File: config.mk
export PLATFORM = sky130hd
export DESIGN_NAME = mouse_cursor_overlay
export DESIGN_NICKNAME = d
export VERILOG_FILES = /design/src/rtl/mouse_cursor_overlay.sv
export SDC_FILE = /design/constraint.sdc
export NUM_CORES = 1
export LEC_CHECK = 0
export ABC_CLOCK_PERIOD_IN_PS = 5400
export BUFFER_PORTS_ARGS = -buffer_cell sky130_fd_sc_hd__buf_2
export CORE_MARGIN = 5
export CORE_UTILIZATION = 47
export DETAILED_ROUTE_END_ITERATION = 8
export PLACE_DENSITY = 0.68
export SYNTH_ARGS = -nofsm -noshare
export SYNTH_HDL_FRONTEND = slang
export SYNTH_SLANG_ARGS = --single-unit
File: constraint.sdc
create_clock -name clk -period 5.4 [get_ports clk]
set_clock_uncertainty 0.1 [all_clocks]
set_input_delay 0.54 -clock clk [delete_from_list [all_inputs] [get_ports clk]]
set_output_delay 0.54 -clock clk [all_outputs]
set_load 0.05 [all_outputs]
File: src/rtl/mouse_cursor_overlay.sv
`default_nettype none
// +----------------------------------------------------------------------------+
// | Module : mouse_cursor_overlay                                              |
// | Brief  : 2-stage arrow-cursor renderer with a frame-synchronous position   |
// |          update. Optional macro CURSOR_CLAMP_EN keeps the cursor on screen. |
// | Rev    : 1.0  initial release                                              |
// +----------------------------------------------------------------------------+
module mouse_cursor_overlay #(
  parameter int H_BITS   = 10,
  parameter int V_BITS   = 10,
  parameter int CUR_W    = 8,
  parameter int CUR_H    = 11,
  parameter int H_ACTIVE = 640,
  parameter int V_ACTIVE = 480
) (
  input  logic              clk,
  input  logic              rst_n,
  input  logic              frame_start,
  input  logic              cursor_en,
  input  logic              mouse_valid,
  input  logic [H_BITS-1:0] mouse_x,
  input  logic [V_BITS-1:0] mouse_y,
  output logic              mouse_ready,
  input  logic              pix_valid,
  input  logic [H_BITS-1:0] pix_x,
  input  logic [V_BITS-1:0] pix_y,
  output logic              out_valid,
  output logic              cursor_on
);

  localparam int DXW = (CUR_W > 1) ? $clog2(CUR_W) : 1;
  localparam int DYW = (CUR_H > 1) ? $clog2(CUR_H) : 1;
  localparam logic [H_BITS-1:0] CUR_W_X = H_BITS'(CUR_W);
  localparam logic [V_BITS-1:0] CUR_H_Y = V_BITS'(CUR_H);

  // The tail length is hard-wired to three rows, and the clamp limits must be reachable.
  if (CUR_W < 4 || CUR_H != CUR_W + 3 || H_ACTIVE < CUR_W || V_ACTIVE < CUR_H) begin : g_bad_params
    $error("mouse_cursor_overlay: illegal cursor geometry parameters");
  end

  logic              pend_full;
  logic [H_BITS-1:0] pend_x;
  logic [V_BITS-1:0] pend_y;
  logic [H_BITS-1:0] act_x;
  logic [V_BITS-1:0] act_y;
  logic [H_BITS-1:0] next_act_x;
  logic [V_BITS-1:0] next_act_y;
  logic              accept;

  assign mouse_ready = ~pend_full;
  assign accept      = mouse_valid & ~pend_full;

`ifdef CURSOR_CLAMP_EN
  localparam logic [H_BITS-1:0] X_MAX = H_BITS'(H_ACTIVE - CUR_W);
  localparam logic [V_BITS-1:0] Y_MAX = V_BITS'(V_ACTIVE - CUR_H);
  assign next_act_x = (pend_x > X_MAX) ? X_MAX : pend_x;
  assign next_act_y = (pend_y > Y_MAX) ? Y_MAX : pend_y;
`else
  assign next_act_x = pend_x;
  assign next_act_y = pend_y;
`endif

  // Accept is blocked while full, so a frame_start transfer never races an overwrite.
  always_ff @(posedge clk or negedge rst_n) begin
    if (!rst_n) begin
      pend_full <= 1'b0;
      pend_x    <= '0;
      pend_y    <= '0;
      act_x     <= '0;
      act_y     <= '0;
    end else if (frame_start && pend_full) begin
      act_x     <= next_act_x;
      act_y     <= next_act_y;
      pend_full <= 1'b0;
    end else if (accept) begin
      pend_x    <= mouse_x;
      pend_y    <= mouse_y;
      pend_full <= 1'b1;
    end
  end

  logic [H_BITS-1:0] dx;
  logic [V_BITS-1:0] dy;
  logic              in_win;

  assign dx     = pix_x - act_x;
  assign dy     = pix_y - act_y;
  assign in_win = cursor_en && (pix_x >= act_x) && (pix_y >= act_y) &&
                  (dx < CUR_W_X) && (dy < CUR_H_Y);

  logic           s1_valid;
  logic           s1_in_win;
  logic [DXW-1:0] s1_dx;
  logic [DYW-1:0] s1_dy;

  always_ff @(posedge clk or negedge rst_n) begin
    if (!rst_n) begin
      s1_valid  <= 1'b0;
      s1_in_win <= 1'b0;
      s1_dx     <= '0;
      s1_dy     <= '0;
    end else begin
      s1_valid  <= pix_valid;
      s1_in_win <= in_win;
      s1_dx     <= dx[DXW-1:0];
      s1_dy     <= dy[DYW-1:0];
    end
  end

  // Triangle rows light columns 0..dy; tail rows light columns with dx+dy < CUR_W+3.
  logic shape_bit;

  always_comb begin
    shape_bit = 1'b0;
    if (int'(s1_dy) < CUR_W) begin
      shape_bit = (int'(s1_dx) <= int'(s1_dy));
    end else begin
      shape_bit = ((int'(s1_dx) + int'(s1_dy)) < (CUR_W + 3));
    end
  end

  always_ff @(posedge clk or negedge rst_n) begin
    if (!rst_n) begin
      out_valid <= 1'b0;
      cursor_on <= 1'b0;
    end else begin
      out_valid <= s1_valid;
      cursor_on <= s1_valid & s1_in_win & shape_bit;
    end
  end

endmodule
`default_nettype wire

* Word level (Yosys, flattened, before mapping)
Cells that the tools add are included.
** Operators by class
- Add/subtract/negate cells :: 3
- Order comparisons :: 7
- Mux-type cells :: 3
- Bitwise operators :: 5
- Reduce and logical (&&, ||, !) cells :: 7
** Operators by type and width (count)
- greater-or-equal comparator 10 bit :: 2
- less-than comparator 10 x 4 -> 1 bit, second input constant :: 2
- subtractor 10 bit :: 2
- adder 3 x 4 -> 5 bit :: 1
- logical AND 1 bit :: 5
- less-than comparator 5 x 4 -> 1 bit, second input constant :: 1
- less-or-equal comparator 3 x 4 -> 1 bit :: 1
- less-than comparator 4 bit, second input constant :: 1
- bitwise AND 1 bit :: 3
- 2-to-1 mux 1 bit :: 3
- inverter 1 bit :: 2
- AND reduction 2 bit :: 1
- nonzero test 2 bit :: 1
** Storage, ports and cells
- Register bits after elaboration :: 52
- Bits of input ports :: 46
- Output and inout bits :: 3
- Word-level logic and storage cells :: 36

* Logic depth before layout (Yosys ltp)
- Word-level depth :: 5
- Depth in mapped cells :: 9
- Depth with buffers taken out :: 9

* Least setup slack after synthesis
Ideal clock, no wire load.
- Path kind :: input port to flip-flop
- From :: input port pix_y[0]
- To :: register s1_in_win
- Setup time :: 0.111 ns
- Arrival :: 2.493 ns
- Required time :: 5.189 ns
- Setup slack :: 2.696 ns
- Stages :: 9
- Buffers on the path :: 0
- Path through :: inv_1 -> ha_1 -> fa_1 -> xnor2_1 -> a211oi_2 -> o21ai_1 -> a32oi_1 -> or4b_1 -> a2111oi_2
** Between the ends
- Elaborated cells on any way between the ends :: 6
- Those cells by class :: add/sub: 1; order compare: 2; reduce/logical: 3
** RTL lines
- from (decl) :: line 26 : input logic [V_BITS-1:0] pix_y,
- subtractor 10 bit :: line 87 : assign dy = pix_y - act_y;
- net dy[2] :: line 83 : logic [V_BITS-1:0] dy;
- less-than comparator 10 x 4 -> 1 bit :: line 89 : (dx < CUR_W_X) && (dy < CUR_H_Y);
- logical AND 1 bit :: line 89
- net in_win :: line 84 : logic in_win;
- to (signal assigned) :: line 104 : s1_in_win <= in_win;
- to (decl) :: line 92 : logic s1_in_win;
The timed path passes the listed nets, and every way through them passes these cells.
A chain may end at the register's enable or synchronous reset.

* Final worst setup path
- From :: register act_y[0]
- To :: register s1_in_win
** Between the ends
- Elaborated cells on any way between the ends :: 6
- Those cells by class :: add/sub: 1; order compare: 2; reduce/logical: 3
** RTL lines
- from (decl) :: line 45 : logic [V_BITS-1:0] act_y;
- from (signal assigned) :: line 73 : act_y <= next_act_y;
- subtractor 10 bit :: line 87
- net dy[2] :: line 83
- less-than comparator 10 x 4 -> 1 bit :: line 89
- logical AND 1 bit :: line 89
- net in_win :: line 84
The timed path passes the listed nets, and every way through them passes these cells.

==> flow_summary.json <==
{
  "ys_seq_elements": 52,
  "synth_flop_cell": "dfrtp_1",
  "max_slew_margin_pct": 25.8,
  "grt_max_degree": 53,
  "post-place-ws_ns": 2.43,
  "post_cts_resized": 0,
  "layout-drive-gt1-share_pct": 30.1,
  "cts_tree": "built",
  "die_w_um": 90.5,
  "syn_to_final_growth_pct": 14.7,
  "core_area_um2": 6310,
  "drc": 0,
  "final_max_slew_viol_count": 0,
  "crit_type": "flip-flop to flip-flop",
  "cp_cell_sequence": "ha_1 -> fa_1 -> xnor2_1 -> a211oi_2 -> o21ai_1 -> a32oi_1 -> or4b_1 -> a2111oi_2",
  "n_fill_cell": 578,
  "yosysSeqAreaShare_pct": 42.7,
  "clkTransAtPathRegs_ns": 0.09,
  "antenna_cells": 0,
  "worstPathArrival_ns": 2.79,
  "drt_iter0_drc": 126,
  "final.setup.tns_ns": 0,
  "fin_nets": 409,
  "syn_avg_cell_area_um2": 10.7,
  "fin_crit_sh_pct": 49.8,
  "cts_setup_buffers": 0,
  "htree_levels": 2,
  "yosys-top-cells-count": "dfrtp_1, inv_1, mux2_2",
  "intPower_mw": 1.06,
  "synth-edff-count": 0,
  "dp.cells": 404,
  "cp_top_family": "compound AO/OA/AOI/OAI gates",
  "grt_antenna_before_repair": 0,
  "hold_class": "primary input to async pin",
  "die-area_um2": 8190,
  "num_rows": 29,
  "first_pass_iters": 4,
  "num_vias": 2209,
  "synthesis.nets": 359,
  "yosysUniqueCellTypes": 47,
  "grt_pass1_vias": 2268,
  "rsz0062_at_grt": "no",
  "final_cells": 412,
  "pin_count": 49,
  "cap_violations": 0,
  "status": "finished clean",
  "power.density_nw_per_um2": 485,
  "dpl.hpwl_um": 4550,
  "synth_warnings": 0,
  "synth_area_leaders": "dfrtp_1, mux2_2, ha_1, inv_1, a21oi_1",
  "required_ns": 5.50,
  "ant_nets": 0,
  "cts-root-buf": "clkbuf_8",
  "insertion_delay_ns": 0.30,
  "wirelength_um": 5890,
  "cp_slowest_cell": "or4b_1",
  "clockPowerShare_pct": 17.0,
  "ctsHoldBuffers": 0,
  "max_freq_ghz": 0.372,
  "synthArstFlopShare_pct": 100,
  "finalPower_mw": 1.69,
  "finalHoldViolCount": 0,
  "die_h_um": 90.5,
  "period_minus_slack_ns": 2.69,
  "critPathBufInv": 0,
  "critPathLaunchType": "flip-flop",
  "grt_overflow": 0,
  "worst-path-max-fanout": 3,
  "cpPeakStageDelay_ns": 0.47,
  "initial_core_util_pct": 48.2,
  "end_kind": "flip-flop",
  "ir_drop_mv": 0.206,
  "netSwitchingFraction_pct": 37.3,
  "synth_top_area_share_pct": 42.7,
  "post_drt_wl_per_cell_um": 14.3,
  "cts_max_path_buffers": 2,
  "portBuffers": 48,
  "gp_congestion": 0.811,
  "setup_viol": 0,
  "yosysTopAreaCell": "dfrtp_1",
  "via_per_inst": 5.36,
  "power_frac_seq_pct": 34.5,
  "pwr-share-comb_pct": 48.5,
  "synthCells": 284,
  "worst_pin_slew_ns": 1.11,
  "syn_area_um2": 3050,
  "setup_slack_ns": 2.71,
  "gr-usage-all-layers_pct": 15.0,
  "cts_num_sinks": 52,
  "numCtsBuffers": 5,
  "grt_pass1_wl_um": 10300,
  "p_leak_nw": 1.68,
  "switchingPower_uw": 632,
  "synth.most_common_cell": "dfrtp_1"
}
[metal layers]
layer,wire length (um),share of wire (%),vias to the layer above,global-route usage (%)
met1,2720,46,1048,19.8
li1,-,-,1109,-
met2,2790,47,45,24.6
met4,69,1.2,0,3.72
met5,0,0,-,0
met3,308,5.2,7,3.67
[flip-flops by register name (all words and copies together) (netlist names), 3 cells and up]
| signal | cells |
|---|---|
| s1_dx | 3 |
| s1_dy | 4 |
| act_x | 10 |
| next_act_y | 10 |
| next_act_x | 10 |
| act_y | 10 |
[final cells by class]
| class | count | area, um^2 | area share, % |
|---|---|---|---|
| Tap cell | 77 | 96.3 | 2.76 |
| Multi-Input combinational cell | 186 | 1570 | 45.0 |
| Clock buffer | 7 | 96.3 | 2.76 |
| Inverter | 40 | 150 | 4.30 |
| Clock inverter | 1 | 30.0 | 0.860 |
| Sequential cell | 52 | 1300 | 37.2 |
| Timing Repair Buffer | 49 | 248 | 7.09 |
[cell usage in the layout (no fill, tap or decap), types with 2 or more instances in the layout]
| cell type | synthesis | routed |
|---|---|---|
| dfrtp_1 | 52 | 52 |
| buf_2 | 2 | 48 |
| inv_1 | 40 | 40 |
| mux2_2 | 40 | 40 |
| ha_1 | 26 | 26 |
| a21oi_1 | 15 | 15 |
| nor2_1 | 13 | 13 |
| nand2_1 | 11 | 11 |
| o21ai_0 | 9 | 9 |
| clkbuf_8 | 0 | 7 |
| nor2b_1 | 7 | 6 |
| xnor2_1 | 4 | 4 |
| nand2b_1 | 4 | 4 |
| o2111ai_1 | 4 | 4 |
| o22ai_1 | 3 | 3 |
| nand3_1 | 3 | 3 |
| fa_1 | 3 | 3 |
| xor2_1 | 2 | 2 |
| o21ai_1 | 2 | 2 |
| or3_1 | 2 | 2 |
| nor3b_1 | 2 | 2 |
| nor3_1 | 2 | 2 |
| a21o_1 | 2 | 2 |
| a221oi_1 | 2 | 2 |
| a311oi_1 | 2 | 2 |
| a32oi_1 | 2 | 2 |
| o211ai_1 | 2 | 2 |
| a31oi_1 | 2 | 2 |
| o31a_1 | 2 | 2 |
| a211o_1 | 2 | 2 |
| o21bai_1 | 2 | 2 |
[power groups by stage]
stage	combinational [mW]	sequential, mW	clock [mW]
finish	0.821	0.584	0.289
global route	0.934	0.603	0.311
CTS	0.826	0.586	0.297
detailed placement	0.819	0.595	0
global placement	0.814	0.589	0
floorplan	0.651	0.574	0
[worst paths after layout]
kind | depth (start not counted) | slack [ns] | from | to
max | 8 | 2.71 | act_y[0]$_DFFE_PN0P_ | s1_in_win$_DFF_PN0_
min | 2 | 0.23 | rst_n | act_y[1]$_DFFE_PN0P_
max reg2reg | 8 | 2.71 | act_y[0]$_DFFE_PN0P_ | s1_in_win$_DFF_PN0_
min reg2reg | 0 | 0.30 | s1_valid$_DFF_PN0_ | out_valid$_DFF_PN0_
max in group asynchronous | 2 | 4.52 | rst_n | act_x[8]$_DFFE_PN0P_
min in group clk | 1 | 0.23 | pix_valid | s1_valid$_DFF_PN0_
[worst reg2reg max path, cell delays in order, from the launching register on]
cell       delay (ns)
dfrtp_1          0.39
ha_1             0.23
fa_1             0.40
xnor2_1          0.16
a211oi_2         0.24
o21ai_1          0.10
a32oi_1          0.15
or4b_1           0.47
a2111oi_2        0.34
[per-stage QoR]
step,hold WS [ns],util (%),instance area [um^2]
floorplan,0.144,-,3050
global placement,0.281,53.3,3370
detailed placement,0.284,53.3,3370
CTS,0.229,55.3,3490
global route,0.225,55.3,3490
finish,0.234,55.3,3490
[logic make-up after synthesis]
group | synth area share (%)
AOI/OAI and AO/OA | 13.6
DFF | 42.7
and+or+nand+nor | 8.75
buffers and inverters | 5.75
muxes | 14.8
adders and majority gates | 12.7
xor gates and xnor gates | 1.73
Note: power is estimated with default switching activity, not from simulation.
